## src/rtl/mbox_req_seq_if.sv

```systemverilog
// ---------------------------------------------------------------------------
// mbox_req_seq_if
// Bundle of the EBOX request, cache, MBOX and page-fail handshake signals
// seen by the EBOX-to-MBOX request sequencer.
//
//   master : the sequencer. It takes the start, operation, mode, cache,
//            MBOX and page-fail inputs. It drives the request, transfer,
//            completion, busy, page-fail hold, trap-force, latched public
//            mode, retry count and timeout flag.
//   slave  : the surrounding EBOX / cache / MBOX logic (the mirror image).
// ---------------------------------------------------------------------------
interface mbox_req_seq_if;
   logic       reqStart;
   logic [1:0] reqOp;
   logic       public;
   logic       user;
   logic       cshEBOXT0;
   logic       cshEBOXRetry;
   logic       mboxRespIn;
   logic       pfEBOXHandle;
   logic       pfAck;
   logic       eboxReqIn;
   logic       mboxXfer;
   logic       reqDone;
   logic       busy;
   logic       pfHold;
   logic       force1777;
   logic       ptPublic;
   logic [3:0] retryCnt;
   logic       timeoutErr;

   modport master (
      input  reqStart, reqOp, public, user, cshEBOXT0, cshEBOXRetry,
             mboxRespIn, pfEBOXHandle, pfAck,
      output eboxReqIn, mboxXfer, reqDone, busy, pfHold, force1777,
             ptPublic, retryCnt, timeoutErr
   );

   modport slave (
      output reqStart, reqOp, public, user, cshEBOXT0, cshEBOXRetry,
             mboxRespIn, pfEBOXHandle, pfAck,
      input  eboxReqIn, mboxXfer, reqDone, busy, pfHold, force1777,
             ptPublic, retryCnt, timeoutErr
   );
endinterface

```

## src/rtl/mbox_req_seq.sv

```systemverilog
// ---------------------------------------------------------------------------
// mbox_req_seq
// EBOX-to-MBOX memory request sequencer (EBOX clock domain). It accepts one
// read, write or read-modify-write and runs the REQ/WAIT/XFER handshake to
// the MBOX, one phase per access (RMW = read phase then write phase). Cache
// retries go through a dead RETRY cycle. A run of RETRY_MAX retries in one
// phase, or a page fail from the EBOX, enters PFAIL. PFAIL holds the handler
// and forces trap address 1777 until pfAck.
//
// Ports:
//   eboxClk    : clock, all state changes on the rising edge
//   eboxResetN : asynchronous active-low reset
//   bus        : mbox_req_seq_if.master (start/op/mode inputs, cache and
//                MBOX handshake, page-fail in/ack, status outputs)
//
// Parameters:
//   RETRY_MAX      : retries per phase before a forced page fail (1..15)
//   TIMEOUT_CYCLES : WAIT cycles before a timeout page fail (1..255)
//
// Optional feature: define MBOX_SEQ_TIMEOUT_EN to add the WAIT timeout
// counter and the sticky timeoutErr flag. Without it, WAIT waits forever and
// timeoutErr is tied to 0.
// ---------------------------------------------------------------------------
module mbox_req_seq #(
   parameter int unsigned RETRY_MAX      = 7,
   parameter int unsigned TIMEOUT_CYCLES = 255
) (
   input logic            eboxClk,
   input logic            eboxResetN,
   mbox_req_seq_if.master bus
);

   if (RETRY_MAX < 1 || RETRY_MAX > 15) begin : g_bad_retry_max
      $error("mbox_req_seq: RETRY_MAX must be 1..15");
   end
   if (TIMEOUT_CYCLES < 1 || TIMEOUT_CYCLES > 255) begin : g_bad_timeout
      $error("mbox_req_seq: TIMEOUT_CYCLES must be 1..255");
   end

   localparam logic [3:0] RETRY_LIM = 4'(RETRY_MAX);

   typedef enum logic [2:0] {
      S_IDLE, S_REQ, S_WAIT, S_XFER, S_RETRY, S_PFAIL
   } state_t;

   state_t     state, state_next;
   logic [1:0] op_q;
   logic       phase_wr;        // 1 while running the write phase
   logic [3:0] retry_cnt;
   logic [3:0] retry_inc;
   logic       pt_public;
   logic       start_ok;
   logic       rmw_read;
   logic       timeout_hit;

   function automatic logic [3:0] sat_inc4(input logic [3:0] v);
      return (v == 4'hF) ? v : v + 4'd1;
   endfunction

   assign start_ok  = bus.reqStart && (bus.reqOp != 2'b00);
   assign retry_inc = sat_inc4(retry_cnt);
   // Only the read phase of an RMW chains on to another REQ.
   assign rmw_read  = (op_q == 2'b11) && !phase_wr;

   // State register
   always_ff @(posedge eboxClk or negedge eboxResetN) begin
      if (!eboxResetN) state <= S_IDLE;
      else             state <= state_next;
   end

   // Next state. REQ and WAIT resolve events in the order page fail, then
   // retry, then progress. A timeout in WAIT comes last, so a response in
   // the final allowed cycle is still accepted.
   always_comb begin
      state_next = state;
      case (state)
         S_IDLE:  if (start_ok) state_next = S_REQ;
         S_REQ: begin
            if      (bus.pfEBOXHandle) state_next = S_PFAIL;
            else if (bus.cshEBOXRetry) state_next = S_RETRY;
            else if (bus.cshEBOXT0)    state_next = S_WAIT;
         end
         S_WAIT: begin
            if      (bus.pfEBOXHandle) state_next = S_PFAIL;
            else if (bus.cshEBOXRetry) state_next = S_RETRY;
            else if (bus.mboxRespIn)   state_next = S_XFER;
            else if (timeout_hit)      state_next = S_PFAIL;
         end
         S_XFER:  state_next = rmw_read ? S_REQ : S_IDLE;
         S_RETRY: state_next = (retry_inc == RETRY_LIM) ? S_PFAIL : S_REQ;
         S_PFAIL: if (bus.pfAck) state_next = S_IDLE;
         default: state_next = S_IDLE;
      endcase
   end

   // Outputs are decoded from state only.
   always_comb begin
      bus.eboxReqIn = 1'b0;
      bus.mboxXfer  = 1'b0;
      bus.reqDone   = 1'b0;
      bus.pfHold    = 1'b0;
      bus.force1777 = 1'b0;
      bus.busy      = (state != S_IDLE);
      case (state)
         S_REQ:   bus.eboxReqIn = 1'b1;
         S_XFER: begin
            bus.mboxXfer = 1'b1;
            bus.reqDone  = !rmw_read;
         end
         S_PFAIL: begin
            bus.pfHold    = 1'b1;
            bus.force1777 = 1'b1;
         end
         default: ;
      endcase
   end

   // Operation latch. It only matters outside IDLE, so it needs no reset.
   always_ff @(posedge eboxClk) begin
      if (state == S_IDLE && start_ok) op_q <= bus.reqOp;
   end

   // Phase, retry count and latched public mode.
   always_ff @(posedge eboxClk or negedge eboxResetN) begin
      if (!eboxResetN) begin
         phase_wr  <= 1'b0;
         retry_cnt <= 4'd0;
         pt_public <= 1'b0;
      end else if (state == S_IDLE && start_ok) begin
         phase_wr  <= (bus.reqOp == 2'b10);
         retry_cnt <= 4'd0;
         pt_public <= bus.public & bus.user;
      end else if (state == S_XFER && rmw_read) begin
         phase_wr  <= 1'b1;
         retry_cnt <= 4'd0;
      end else if (state == S_RETRY) begin
         retry_cnt <= retry_inc;
      end
   end

   assign bus.retryCnt = retry_cnt;
   assign bus.ptPublic = pt_public;

`ifdef MBOX_SEQ_TIMEOUT_EN
   localparam logic [7:0] TO_LIM = 8'(TIMEOUT_CYCLES);

   logic [7:0] wait_cnt;
   logic       timeout_err;
   logic       timeout_fire;

   // wait_cnt holds the number of WAIT cycles already spent. It is zero
   // outside WAIT, so every entry into WAIT starts from zero.
   assign timeout_hit  = (state == S_WAIT) && ((wait_cnt + 8'd1) == TO_LIM);
   assign timeout_fire = timeout_hit && !bus.pfEBOXHandle &&
                         !bus.cshEBOXRetry && !bus.mboxRespIn;

   always_ff @(posedge eboxClk or negedge eboxResetN) begin
      if (!eboxResetN) begin
         wait_cnt    <= 8'd0;
         timeout_err <= 1'b0;
      end else begin
         wait_cnt <= (state == S_WAIT) ? wait_cnt + 8'd1 : 8'd0;
         if (state == S_IDLE && start_ok) timeout_err <= 1'b0;
         else if (timeout_fire)           timeout_err <= 1'b1;
      end
   end

   assign bus.timeoutErr = timeout_err;
`else
   assign timeout_hit    = 1'b0;
   assign bus.timeoutErr = 1'b0;
`endif

endmodule
```

## src/flat_wrapper.sv

```systemverilog
// flat-port wrapper written by rule: the top's interface ports become plain ports
module mbox_req_seq_flat 
#(
   parameter int unsigned RETRY_MAX      = 7,
   parameter int unsigned TIMEOUT_CYCLES = 255
)
  (eboxClk, eboxResetN, bus_reqStart, bus_reqOp, bus_public, bus_user, bus_cshEBOXT0, bus_cshEBOXRetry, bus_mboxRespIn, bus_pfEBOXHandle, bus_pfAck, bus_eboxReqIn, bus_mboxXfer, bus_reqDone, bus_busy, bus_pfHold, bus_force1777, bus_ptPublic, bus_retryCnt, bus_timeoutErr);
  mbox_req_seq_if bus_i ();
  input logic eboxClk;
  input logic eboxResetN;
  input wire logic [$bits(bus_i.reqStart)-1:0] bus_reqStart;
  input wire logic [$bits(bus_i.reqOp)-1:0] bus_reqOp;
  input wire logic [$bits(bus_i.public)-1:0] bus_public;
  input wire logic [$bits(bus_i.user)-1:0] bus_user;
  input wire logic [$bits(bus_i.cshEBOXT0)-1:0] bus_cshEBOXT0;
  input wire logic [$bits(bus_i.cshEBOXRetry)-1:0] bus_cshEBOXRetry;
  input wire logic [$bits(bus_i.mboxRespIn)-1:0] bus_mboxRespIn;
  input wire logic [$bits(bus_i.pfEBOXHandle)-1:0] bus_pfEBOXHandle;
  input wire logic [$bits(bus_i.pfAck)-1:0] bus_pfAck;
  output wire logic [$bits(bus_i.eboxReqIn)-1:0] bus_eboxReqIn;
  output wire logic [$bits(bus_i.mboxXfer)-1:0] bus_mboxXfer;
  output wire logic [$bits(bus_i.reqDone)-1:0] bus_reqDone;
  output wire logic [$bits(bus_i.busy)-1:0] bus_busy;
  output wire logic [$bits(bus_i.pfHold)-1:0] bus_pfHold;
  output wire logic [$bits(bus_i.force1777)-1:0] bus_force1777;
  output wire logic [$bits(bus_i.ptPublic)-1:0] bus_ptPublic;
  output wire logic [$bits(bus_i.retryCnt)-1:0] bus_retryCnt;
  output wire logic [$bits(bus_i.timeoutErr)-1:0] bus_timeoutErr;
  assign bus_i.reqStart = bus_reqStart;
  assign bus_i.reqOp = bus_reqOp;
  assign bus_i.public = bus_public;
  assign bus_i.user = bus_user;
  assign bus_i.cshEBOXT0 = bus_cshEBOXT0;
  assign bus_i.cshEBOXRetry = bus_cshEBOXRetry;
  assign bus_i.mboxRespIn = bus_mboxRespIn;
  assign bus_i.pfEBOXHandle = bus_pfEBOXHandle;
  assign bus_i.pfAck = bus_pfAck;
  assign bus_eboxReqIn = bus_i.eboxReqIn;
  assign bus_mboxXfer = bus_i.mboxXfer;
  assign bus_reqDone = bus_i.reqDone;
  assign bus_busy = bus_i.busy;
  assign bus_pfHold = bus_i.pfHold;
  assign bus_force1777 = bus_i.force1777;
  assign bus_ptPublic = bus_i.ptPublic;
  assign bus_retryCnt = bus_i.retryCnt;
  assign bus_timeoutErr = bus_i.timeoutErr;
  mbox_req_seq #(.RETRY_MAX(RETRY_MAX), .TIMEOUT_CYCLES(TIMEOUT_CYCLES)) u_core (.eboxClk(eboxClk), .eboxResetN(eboxResetN), .bus(bus_i));
endmodule
```

## config.mk

```make
export PLATFORM = sky130hd
export DESIGN_NAME = mbox_req_seq_flat
export DESIGN_NICKNAME = d
export VERILOG_FILES = /design/src/rtl/mbox_req_seq_if.sv /design/src/rtl/mbox_req_seq.sv /design/src/flat_wrapper.sv
export SDC_FILE = /design/constraint.sdc
export NUM_CORES = 1
export LEC_CHECK = 0
export ABC_AREA = 0
export BUFFER_PORTS_ARGS = -buffer_cell sky130_fd_sc_hd__buf_2
export CAP_MARGIN = 30
export CORE_AREA = 5 5 44 46
export DETAILED_ROUTE_END_ITERATION = 12
export DIE_AREA = 0 0 49 51
export PLACE_DENSITY = 0.82
export RECOVER_POWER = 25
export SLEW_MARGIN = 20
export SYNTH_ARGS = -nofsm -noshare
export SYNTH_HDL_FRONTEND = slang
export SYNTH_SLANG_ARGS = --single-unit
```

## constraint.sdc

```tcl
create_clock -name eboxClk -period 1.9 [get_ports eboxClk]
set_clock_uncertainty 0.1 [all_clocks]
set_input_delay 0.285 -clock eboxClk [delete_from_list [all_inputs] [get_ports eboxClk]]
set_output_delay 0.285 -clock eboxClk [all_outputs]
set_load 0.03 [all_outputs]
```

* Word level (Yosys, flattened, before mapping)
Index checks and enable logic that the tools add are counted.
** Storage, ports and cells
- Output and inout bits :: 12
- Flip-flop bits (word level) :: 11
- Logic and storage cells :: 53
** Cells by class
- $add $sub $neg :: 1
- Reduce and logical (&&, ||, !) cells :: 12
- Equal/unequal tests :: 13
- Muxes and demuxes :: 21
- Bitwise gates (word level) :: 1
** Operators with widths (number)
- $mux W3 :: 9
- $pmux W3 S6 :: 1
- $mux W4 :: 4
- $ne A4 B4 Y1 const B :: 2
- $mux W1 :: 7
- $eq A3 B2 Y1 const B :: 2
- $eq A3 B3 Y1 const B :: 2
- $reduce_bool A3 Y1 :: 2
- $add A4 B1 Y4 const B :: 1
- $eq A2 B2 Y1 const B :: 2
- $eq A4 B3 Y1 const B :: 1
- $eq A4 B4 Y1 const B :: 1
- $logic_and A1 B1 Y1 :: 4
- $reduce_and A4 Y1 :: 1
- $reduce_bool A2 Y1 :: 2
- $eq A3 B1 Y1 const B :: 1
- $logic_not A3 Y1 :: 1
- $logic_not A1 Y1 :: 2
- $ne A2 B1 Y1 const B :: 1
- $ne A2 B2 Y1 const B :: 1
- $and A1 B1 Y1 :: 1

* Depth between registers and ports, before layout
Gate-level depths: netlist (run 1).
- Word-level depth :: 5
- Gate-level depth with buffers :: 5

* Worst setup path after synthesis (run 1)
Ideal clock, no wire load.
- Path kind :: reg-to-output
- Start point :: register u_core.state[1]
- End point :: output bus_pfHold
- Cell stages (with the launch flop) :: 4
- Buffers on the path :: 1
- Data required time :: 1.515 ns
- Data arrival time :: 1.316 ns
- Slack :: 0.199 ns
- Cells stage by stage :: dfrtp_1 > nand2b_1 > nor2_1 > buf_4
** Between the ends
- Cells in the longest elaborated chain, start to end :: 2
** Ends and longest elaborated chain
- from (decl) :: RTL line mbox_req_seq.sv:46 : state_t state, state_next;
- from (signal assigned) :: RTL line mbox_req_seq.sv:68 : else state <= state_next;
- $eq A3 B3 Y1
- $mux W1
- to (decl) :: RTL line flat_wrapper.sv:24 : output wire logic [$bits(bus_i.pfHold)-1:0] bus_pfHold;
Every way passes these cells.

* Worst setup path in the final report (run 1)
- Start point :: register u_core.state[0]
- End point :: output bus_busy
** Between the ends
- Cells in the longest elaborated chain, start to end :: 1
** Ends and longest elaborated chain
- $reduce_bool A3 Y1 :: RTL line mbox_req_seq.sv:103 : bus.busy = (state != S_IDLE);
- to (decl) :: RTL line flat_wrapper.sv:23 : output wire logic [$bits(bus_i.busy)-1:0] bus_busy;
Every way passes these cells.

==> results.yml, run 1 <==
critical_path:
  worstReg2RegEnd: "u_core.bus.retryCnt[0]$_DFFE_PN0P_"
  worst_setup_start_kind: "register"
  critical-path-max-stage-delay_ps: 490
  worstReg2RegStart: "u_core.state[0]$_DFFE_PN0P_"
  worst_ep_required_time_ps: 1510
  worst_ep_arrival_time_ps: 1430
  worst_path_max_delay_cell: "sky130_fd_sc_hd__dfrtp_1"
  path_max_fanout: 11
  crit_path_end_kind: "output port"
  list_of_cells_traversed_by_the_critical_path: "or3_4 -> buf_2"
  reg2reg_slack_ps: 320
  crit_family: "flip-flops"
  critPathBufInv: 1
  worst_r2r_path_depth: 4
  path_class: "reg2out"
worst_hold_path:
  hold_start: "bus_reqOp[1]"
  holdCritPathClass: "in2reg"
  worstHoldPathCells: 1
  min_delay_worst_endpoint: "u_core.op_q[1]$_DFFE_PP_"
timing:
  report.final.setup_viol: 0
  finalMaxSlewViolations: 0
  final.hold.worst_slack_ps: 97.2
  fin_crit_ps: 1810
  timing.setup.tns_ps: 0
  fin_crit_sh: 0.954
  hold_viol: 0
  maxClockFrequency_mhz: 552
clock_tree:
  clock_latency_ps: 270
  ctsHtreeMaxLevel: 1
  cts_tree: "done"
  clkSinkCount: 11
  tritoncts_buffer_count: 3
  cts.path.max_buffers: 2
  buffers_inserted_during_post_cts_setup_optimization: 0
  clk_pin_slew_ps: 70
  clock_tree.root_cell: "sky130_fd_sc_hd__clkbuf_4"
final_layout:
  area_growth_syn_to_layout_pct: 22.0
  final_net_count: 113
  filler_cell_count: 148
  post-route-util: 0.551
  final_layout_size_suffix_gt1_frac: 0.293
  insertedDiodeCount: 0
  postLayoutCellArea_um2: 811
routing:
  drtAntennaViolNets: 0
  drt_first_pass_iters: 4
  drc: 0
  via_count: 609
  detail_route.vias_per_cell: 5.30
  detail_route.wl_per_cell_um: 11.9
  totalWireLength_mm: 1.37
  drt-initial-drc-count: 9
floorplanning:
  die_y_um: 51
  floorplan.die_area_um2: 2500
  initial_core_util: 0.452
  design.portCount: 24
  placeableCoreArea_um2: 1470
  fp.dieW_um: 49
  placement_rows: 14
synthesis:
  post_synth.cell_area_avg_um2: 8.86
  synthAdderAreaFrac: 0.0188
  synth_area_leader_cell: "sky130_fd_sc_hd__dfrtp_1"
  synthesis.instances: 75
  synthesis.yosys.warnings: 0
  synth.ff_latch_count: 11
  simple_logic_cell_fraction_of_the_synthesized_area: 0.282
  synth.cell_area_um2: 664
  synth_top_cell_area_share: 0.339
  proportion_of_synthesized_area_in_mux_cells: 0
  synth.lib_cells_used.distinct: 33
  synth_compound_area_frac: 0.185
  synth_area_leaders: "sky130_fd_sc_hd__dfrtp_1 (34%), sky130_fd_sc_hd__edfxtp_1 (9.0%), sky130_fd_sc_hd__nand2_1 (6.2%), sky130_fd_sc_hd__o21ai_0 (3.8%), sky130_fd_sc_hd__nor2_1 (3.4%)"
  seq_area_frac_synth: 0.429
  dominant_combinational_cell_family_by_area_after_synthesis: "simple AND/OR/NAND/NOR gates"
  synth_xor_area_frac: 0.0264
  mappedNetlistNets: 88
global_routing:
  grtUsageMet1: 0.132
  grt_usage: 0.122
  gr-usage-met2: 0.193
  maximum_number_of_pins_on_one_net_before_global_route_repair: 12
  antenna_found_initial: 0
  grt_remaining_overflow: 0
  globalRouteMet3Util: 0.0349
  grt.busiest_layer: "met2"
  grt_pass1_wl_mm: 2.26
  grt_pass1_vias: 559
pwr:
  highest_ir_drop_seen_on_vdd_uv: 774
  fin_total_pwr_mw: 1.18
  power.density_cell_area_nw_per_um2: 1460
  cellLeakagePower_nw: 0.390
placed_design:
  detailed_place.area_um2: 774
  total_half_perimeter_wirelength_after_legalization_and_detailed_placement_mm: 1.10
  io_buffer_count: 22
  gpl.final_weighted_congestion: 0.813
flow_run:
  cap_violations: 0
run_status:
  run_status: "finished, final reports clean"
-- power by group --
group / leakage [nW] / total, mW / internal (mW) / switching (mW)
logic: 0.241 / 0.599 / 0.229 / 0.371
clock network: 0.0150 / 0.163 / 0.0815 / 0.0817
registers: 0.134 / 0.422 / 0.319 / 0.103
-- cell usage after synthesis --
library cell / instances
sky130_fd_sc_hd__a31oi_1: 1
sky130_fd_sc_hd__nor2_1: 6
sky130_fd_sc_hd__or3_1: 1
sky130_fd_sc_hd__nor4_1: 1
sky130_fd_sc_hd__edfxtp_1: 2
sky130_fd_sc_hd__a211oi_1: 1
sky130_fd_sc_hd__nand2_1: 11
sky130_fd_sc_hd__nor2b_1: 2
sky130_fd_sc_hd__conb_1: 1
sky130_fd_sc_hd__o22ai_1: 2
sky130_fd_sc_hd__buf_4: 2
sky130_fd_sc_hd__o21ai_1: 1
sky130_fd_sc_hd__dfrtp_1: 9
sky130_fd_sc_hd__inv_1: 4
sky130_fd_sc_hd__a21o_1: 1
sky130_fd_sc_hd__nand4_1: 1
sky130_fd_sc_hd__or3_4: 1
sky130_fd_sc_hd__nor3_1: 3
sky130_fd_sc_hd__nor3b_2: 1
sky130_fd_sc_hd__buf_2: 1
sky130_fd_sc_hd__or2b_1: 2
sky130_fd_sc_hd__o21ai_0: 5
sky130_fd_sc_hd__a211o_1: 1
sky130_fd_sc_hd__a21oi_1: 3
sky130_fd_sc_hd__nand3_1: 3
sky130_fd_sc_hd__nand2b_1: 1
sky130_fd_sc_hd__nor2_4: 1
sky130_fd_sc_hd__and3_1: 1
sky130_fd_sc_hd__a31o_4: 1
sky130_fd_sc_hd__ha_1: 1
sky130_fd_sc_hd__xnor2_1: 2
sky130_fd_sc_hd__o22a_2: 1
sky130_fd_sc_hd__o211ai_1: 1
-- worst max path at each step --
stage	slack, ps	end	cells after the start	startpoint
2_1_floorplan	200	bus_pfHold	3	u_core.state[1]$_DFFE_PN0P_
3_3_place_gp	350	u_core.bus.retryCnt[0]$_DFFE_PN0P_	4	u_core.state[0]$_DFFE_PN0P_
3_5_place_dp	330	u_core.bus.retryCnt[0]$_DFFE_PN0P_	4	u_core.state[0]$_DFFE_PN0P_
4_1_cts	50	bus_reqDone	4	u_core.state[1]$_DFFE_PN0P_
5_1_grt	-10	bus_reqDone	4	u_core.state[1]$_DFFE_PN0P_
6_report	90	bus_busy	2	u_core.state[0]$_DFFE_PN0P_
-- timing repair --
item | CTS | global route
resized for setup | 0 | 1
hold buffers | 1 | 0
endpoints found under the hold margin | 9 | 0
setup endpoints to repair | 0 | 2
-- through the flow --
step,cells,setup slack [ps]
global route,115,-11.7
floorplan,75,199
CTS,115,53.1
detailed placement,110,327
global placement,110,353
finish,115,87.9
-- metal layers --
| layer | routed length, µm | vias up |
|---|---|---|
| met4 | 37 | 0 |
| met5 | 0 | - |
| met3 | 65 | 4 |
| met1 | 579 | 275 |
| li1 | - | 313 |
| met2 | 685 | 17 |
-- flip-flops by register name, summed over array words and instances (netlist names) --
| register | count |
|---|---|
| u_core.bus.ptPublic | 1 |
| u_core.bus.retryCnt | 4 |
| u_core.op_q | 2 |
| u_core.phase_wr | 1 |
| u_core.state | 3 |
-- layout by cell type (no fill, tap or decap), drive strengths merged, types with 2 or more instances in the layout --
master  synthesis  routed
nor2            7       7
a21oi           3       3
or3             2       2
o21ai           6       6
inv             4       4
nor3            3       3
dfrtp           9       9
nand3           3       3
nand2          11      11
xnor2           2       2
buf             3      20
or2b            2       2
clkbuf          0       6
edfxtp          2       2
nor2b           2       2
o22ai           2       2
-- final cells by class --
type	count	area [µm²]	area share
Tap cell	16	20.0	0.0247
Multi-Input combinational cell	57	347	0.427
Inverter	4	15.0	0.0185
Clock buffer	4	26.3	0.0324
Timing Repair Buffer	23	118	0.145
Sequential cell	11	285	0.352
-- kinds of logic (layout without fill, tap and decap cells) --
| logic type | after synthesis | after routing |
|---|---|---|
| AO/OA/AOI/OAI | 18 | 18 |
| adder cells (fa/ha/maj) | 1 | 1 |
| other | 1 | 1 |
| buffers and inverters | 7 | 31 |
| AND/OR/NAND/NOR | 35 | 35 |
| XOR/XNOR | 2 | 2 |
| flip-flops | 11 | 11 |
Power figures use the tool's default switching activity.
==> run 2: changes to the inputs <==
CORE_AREA = 5 5 43 45   (was 5 5 44 46)
CTS_BUF_LIST = sky130_fd_sc_hd__clkbuf_4   (was default)
DIE_AREA = 0 0 48 50   (was 0 0 49 51)
PLACE_DENSITY = 0.86   (was 0.82)
==> run 2 against run 1 <==
Cell area up 0.46%. Critical path depth unchanged. Sequential share of layout area down 0.16 points. Sequential power up 1%. Maximum frequency up 1.1%. Cell count unchanged. Non-clock buffer count unchanged. Total power up 1.3%. Largest cell class unchanged.
==> results.yml, run 2 (same netlist as run 1, synthesis figures left out) <==
run_status:
  run_status: "finished, final reports clean"
critical_path:
  reg2reg_slack_ps: 330
  crit_path_end_kind: "output port"
  path_class: "reg2out"
  worst_setup_start_kind: "register"
  path_max_fanout: 11
  worst_ep_arrival_time_ps: 1410
  worst_ep_required_time_ps: 1510
timing:
  max_slew.worst_pin.slew_ps: 516
  final.setup.worst_slack_ps: 108
  timing.setup.tns_ps: 0
  slew-limit-headroom: 0.656
  fin_crit_ps: 1790
  hold_viol: 0
  rsz0062_at_grt: "false"
  maxClockFrequency_mhz: 558
  fin_crit_sh: 0.943
  report.final.setup_viol: 0
  finalMaxSlewViolations: 0
placed_design:
  gpl.final_weighted_congestion: 0.855
  io_buffer_count: 22
  total_half_perimeter_wirelength_after_legalization_and_detailed_placement_mm: 1.15
  dpl_worst_slack_ps: 330
final_layout:
  final_net_count: 113
  largest_register_ff_count: 4
  final_layout_size_suffix_gt1_frac: 0.303
  post-route-util: 0.567
  mostFrequentLayoutCell: "sky130_fd_sc_hd__buf_2"
  mostFrequentLayoutCells: "sky130_fd_sc_hd__buf_2 (20), sky130_fd_sc_hd__nand2_1 (11), sky130_fd_sc_hd__dfrtp_1 (9), sky130_fd_sc_hd__nor2_1 (6), sky130_fd_sc_hd__o21ai_0 (5)"
  insertedDiodeCount: 0
  area_growth_syn_to_layout_pct: 22.6
floorplanning:
  floorplan.die_area_um2: 2400
  initial_core_util: 0.463
  fp.dieW_um: 48
  die_y_um: 50
  placement_rows: 14
  design.portCount: 24
  placeableCoreArea_um2: 1440
clock_tree:
  clock_latency_ps: 250
  clock_tree.root_cell: "sky130_fd_sc_hd__clkbuf_4"
  buffers_inserted_during_post_cts_setup_optimization: 0
  cts_tree: "done"
  clk_pin_slew_ps: 70
  tritoncts_buffer_count: 3
  cts.path.max_buffers: 2
  clkSinkCount: 11
  ctsHtreeMaxLevel: 1
global_routing:
  antenna_found_initial: 0
  grt_pass1_vias: 597
  grt_pass1_wl_mm: 2.33
  maximum_number_of_pins_on_one_net_before_global_route_repair: 12
  grt_usage: 0.133
  grt_remaining_overflow: 0
pwr:
  cellLeakagePower_nw: 0.393
  highest_ir_drop_seen_on_vdd_uv: 688
  power.density_cell_area_nw_per_um2: 1470
flow_run:
  cap_violations: 0
routing:
  drc: 0
  totalWireLength_mm: 1.43
  via_count: 597
  drt_first_pass_iters: 4
  detail_route.vias_per_cell: 5.19
  detail_route.wl_per_cell_um: 12.5
  drt-initial-drc-count: 8
  drtAntennaViolNets: 0
worst_hold_path:
  holdCritPathClass: "in2reg"
[run 2: cell counts in the layout (fill, tap and decap cells not counted)]
No cell type changed its count.
[run 2: power breakdown]
group,total (mW),internal [mW],switching (mW)
Combinational,0.604,0.229,0.375
Sequential,0.428,0.319,0.109
Clock,0.167,0.0952,0.0719
Total,1.20,0.644,0.556
[run 2: path summary, 6_finish.rpt]
check                           cells after the start                                  to                             from
worst min register to register                      2     u_core.bus.ptPublic$_DFFE_PN0P_  u_core.bus.ptPublic$_DFFE_PN0P_
worst max register to register                      4  u_core.bus.retryCnt[0]$_DFFE_PN0P_      u_core.state[0]$_DFFE_PN0P_
worst max-delay path                                2                            bus_busy      u_core.state[0]$_DFFE_PN0P_
worst min-delay path                                1            u_core.op_q[1]$_DFFE_PP_                     bus_reqOp[1]
min in group asynchronous                           2     u_core.bus.ptPublic$_DFFE_PN0P_                       eboxResetN
max in group asynchronous                           2         u_core.state[0]$_DFFE_PN0P_                       eboxResetN
[run 2: timing repair]
| action | in CTS | in global routing |
|---|---|---|
| hold buffers | 1 | 0 |
| resized for setup | 0 | 1 |
| endpoints found under the hold margin | 9 | 0 |
| endpoints found under the setup margin | 0 | 2 |
[run 2: per-stage QoR]
stage	hold slack (ps)	std cells	total power [mW]	cell area [µm²]
global placement	47.2	110	1.02	774
global route	98.2	115	1.29	815
detailed placement	46.3	110	1.04	774
CTS	114	115	1.21	815
finish	119	115	1.20	815
floorplan	-111	75	0.893	664
[run 2: area by class of cell]
class / instances / area (µm²)
fillers: 136 / 622
multi-input cells: 57 / 347
flip-flops and latches: 11 / 285
repair buffers: 23 / 118
clock buffers: 4 / 30.0
well taps: 16 / 20.0
inverters: 4 / 15.0
[run 2: critical path, stage by stage, from the launching register on]
cell and delay [ps]:
sky130_fd_sc_hd__dfrtp_1 490, sky130_fd_sc_hd__or3_4 460, sky130_fd_sc_hd__buf_2 190
[run 2: layer usage]
metal  part of all wire  GRT usage
met5                  0          0
met4              0.016     0.0762
met3              0.088     0.0218
met2               0.46      0.218
met1               0.44      0.154
==> run 3: changes to the inputs <==
RECOVER_POWER = default   (was 25)
==> run 3 against run 2 <==
Combinational power about the same. Clock power is essentially flat. Cell area is 0.31% higher.
==> results.yml, run 3 (same netlist as run 1, synthesis figures left out) <==
timing:
  finalMaxSlewViolations: 0
  rsz0062_at_grt: "false"
  timing.setup.tns_ps: 0
  final.hold.worst_slack_ps: 119
  final.setup.worst_slack_ps: 108
  maxClockFrequency_mhz: 558
  fin_crit_ps: 1790
  report.final.setup_viol: 0
  fin_crit_sh: 0.943
  hold_viol: 0
global_routing:
  grt_pass1_wl_mm: 2.33
  antenna_found_initial: 0
  grt_pass1_vias: 597
  grt_remaining_overflow: 0
  maximum_number_of_pins_on_one_net_before_global_route_repair: 12
  grt_usage: 0.133
routing:
  detail_route.wl_per_cell_um: 12.5
  drc: 0
  totalWireLength_mm: 1.43
  drt-initial-drc-count: 8
  drtAntennaViolNets: 0
  via_count: 600
  detail_route.vias_per_cell: 5.22
  drt_first_pass_iters: 4
critical_path:
  crit_path_end_kind: "output port"
  worst_ep_required_time_ps: 1510
  worst_setup_start_kind: "register"
  crit_family: "flip-flops"
  worst_path_max_delay_cell: "sky130_fd_sc_hd__dfrtp_1"
  critPathBufInv: 1
  list_of_cells_traversed_by_the_critical_path: "or3_4 -> buf_2"
  path_class: "reg2out"
  path_max_fanout: 11
  worst_ep_arrival_time_ps: 1410
  critical-path-max-stage-delay_ps: 500
placed_design:
  gpl.final_weighted_congestion: 0.855
  total_half_perimeter_wirelength_after_legalization_and_detailed_placement_mm: 1.15
  io_buffer_count: 22
  dpl.cell_count: 110
  dpl_worst_slack_ps: 330
final_layout:
  final_layout_size_suffix_gt1_frac: 0.323
  filler_cell_count: 134
  final_net_count: 113
  mostFrequentLayoutCell: "sky130_fd_sc_hd__buf_2"
  mostFrequentLayoutCells: "sky130_fd_sc_hd__buf_2 (22), sky130_fd_sc_hd__nand2_1 (11), sky130_fd_sc_hd__dfrtp_1 (9), sky130_fd_sc_hd__nor2_1 (6), sky130_fd_sc_hd__o21ai_0 (5)"
  layout.area.seq_um2: 285
  insertedDiodeCount: 0
  number_of_non_filler_instances_in_the_completed_layout: 115
  largest_register_ff_count: 4
  area_growth_syn_to_layout_pct: 23.0
  post-route-util: 0.569
  multi_input_comb_area_um2: 347
floorplanning:
  die_y_um: 50
  placement_rows: 14
  design.portCount: 24
  placeableCoreArea_um2: 1440
  floorplan.die_area_um2: 2400
  fp.dieW_um: 48
  initial_core_util: 0.463
clock_tree:
  clock_latency_ps: 250
  ctsHtreeMaxLevel: 1
  tritoncts_buffer_count: 3
  cts_tree: "done"
  buffers_inserted_during_post_cts_setup_optimization: 0
  clock_tree.root_cell: "sky130_fd_sc_hd__clkbuf_4"
  clk_pin_slew_ps: 70
  cts.path.max_buffers: 2
  clkSinkCount: 11
run_status:
  run_status: "finished, final reports clean"
worst_hold_path:
  holdCritPathClass: "in2reg"
pwr:
  cellLeakagePower_nw: 0.399
  power.density_cell_area_nw_per_um2: 1470
  highest_ir_drop_seen_on_vdd_uv: 688
flow_run:
  cap_violations: 0
[run 3: cell types whose count changed in the layout (fill, tap and decap cells not counted)]
cell	before	now
sky130_fd_sc_hd__clkbuf_1	2	0
sky130_fd_sc_hd__buf_2	20	22
[run 3: per-stage QoR]
step / area, µm² / total power [mW]
after floorplan: 664 / 0.893
after global placement: 774 / 1.02
after detailed placement: 774 / 1.04
after CTS: 815 / 1.21
after global routing: 817 / 1.29
final: 817 / 1.20
[run 3: final timing paths]
path / startpoint / end / slack [ps] / cells past startpoint
worst max-delay path: u_core.state[0]$_DFFE_PN0P_ / bus_busy / 110 / 2
worst min-delay path: bus_reqOp[1] / u_core.op_q[1]$_DFFE_PP_ / 120 / 1
worst max register to register: u_core.state[0]$_DFFE_PN0P_ / u_core.bus.retryCnt[0]$_DFFE_PN0P_ / 320 / 4
worst min register to register: u_core.bus.ptPublic$_DFFE_PN0P_ / u_core.bus.ptPublic$_DFFE_PN0P_ / 420 / 2
max in group asynchronous: eboxResetN / u_core.state[0]$_DFFE_PN0P_ / 1210 / 2
min in group asynchronous: eboxResetN / u_core.bus.ptPublic$_DFFE_PN0P_ / 310 / 2
[run 3: repair_timing]
action	4_1_cts	5_1_grt
endpoints found under the hold margin	9	0
setup endpoints to repair	0	2
hold buffers	1	0
gates resized for setup	0	1
[run 3: worst register-to-register path: cells and delay by family (launching register included)]
family             cells  cell delay (ps)
and+or+nand+nor        2              630
DFF                    1              500
AOI/OAI and AO/OA      2              230
[run 3: per-layer routing]
layer | wire, µm | global-route usage
met1 | 629 | 0.154
met2 | 663 | 0.218
met3 | 117 | 0.0218
met4 | 23 | 0.0762
met5 | 0 | 0
[run 3: report_power, final]
group	internal, mW	leakage [nW]	switching (mW)
Combinational	0.230	0.247	0.375
Sequential	0.319	0.134	0.109
Clock	0.0952	0.0184	0.0719
[run 3: final cells by class]
class                      count  area share
timing repair buffer          23       0.147
clock buffer                   4      0.0368
tap                           16      0.0245
inverter                       4      0.0184
sequential                    11       0.349
multi-input combinational     57       0.424
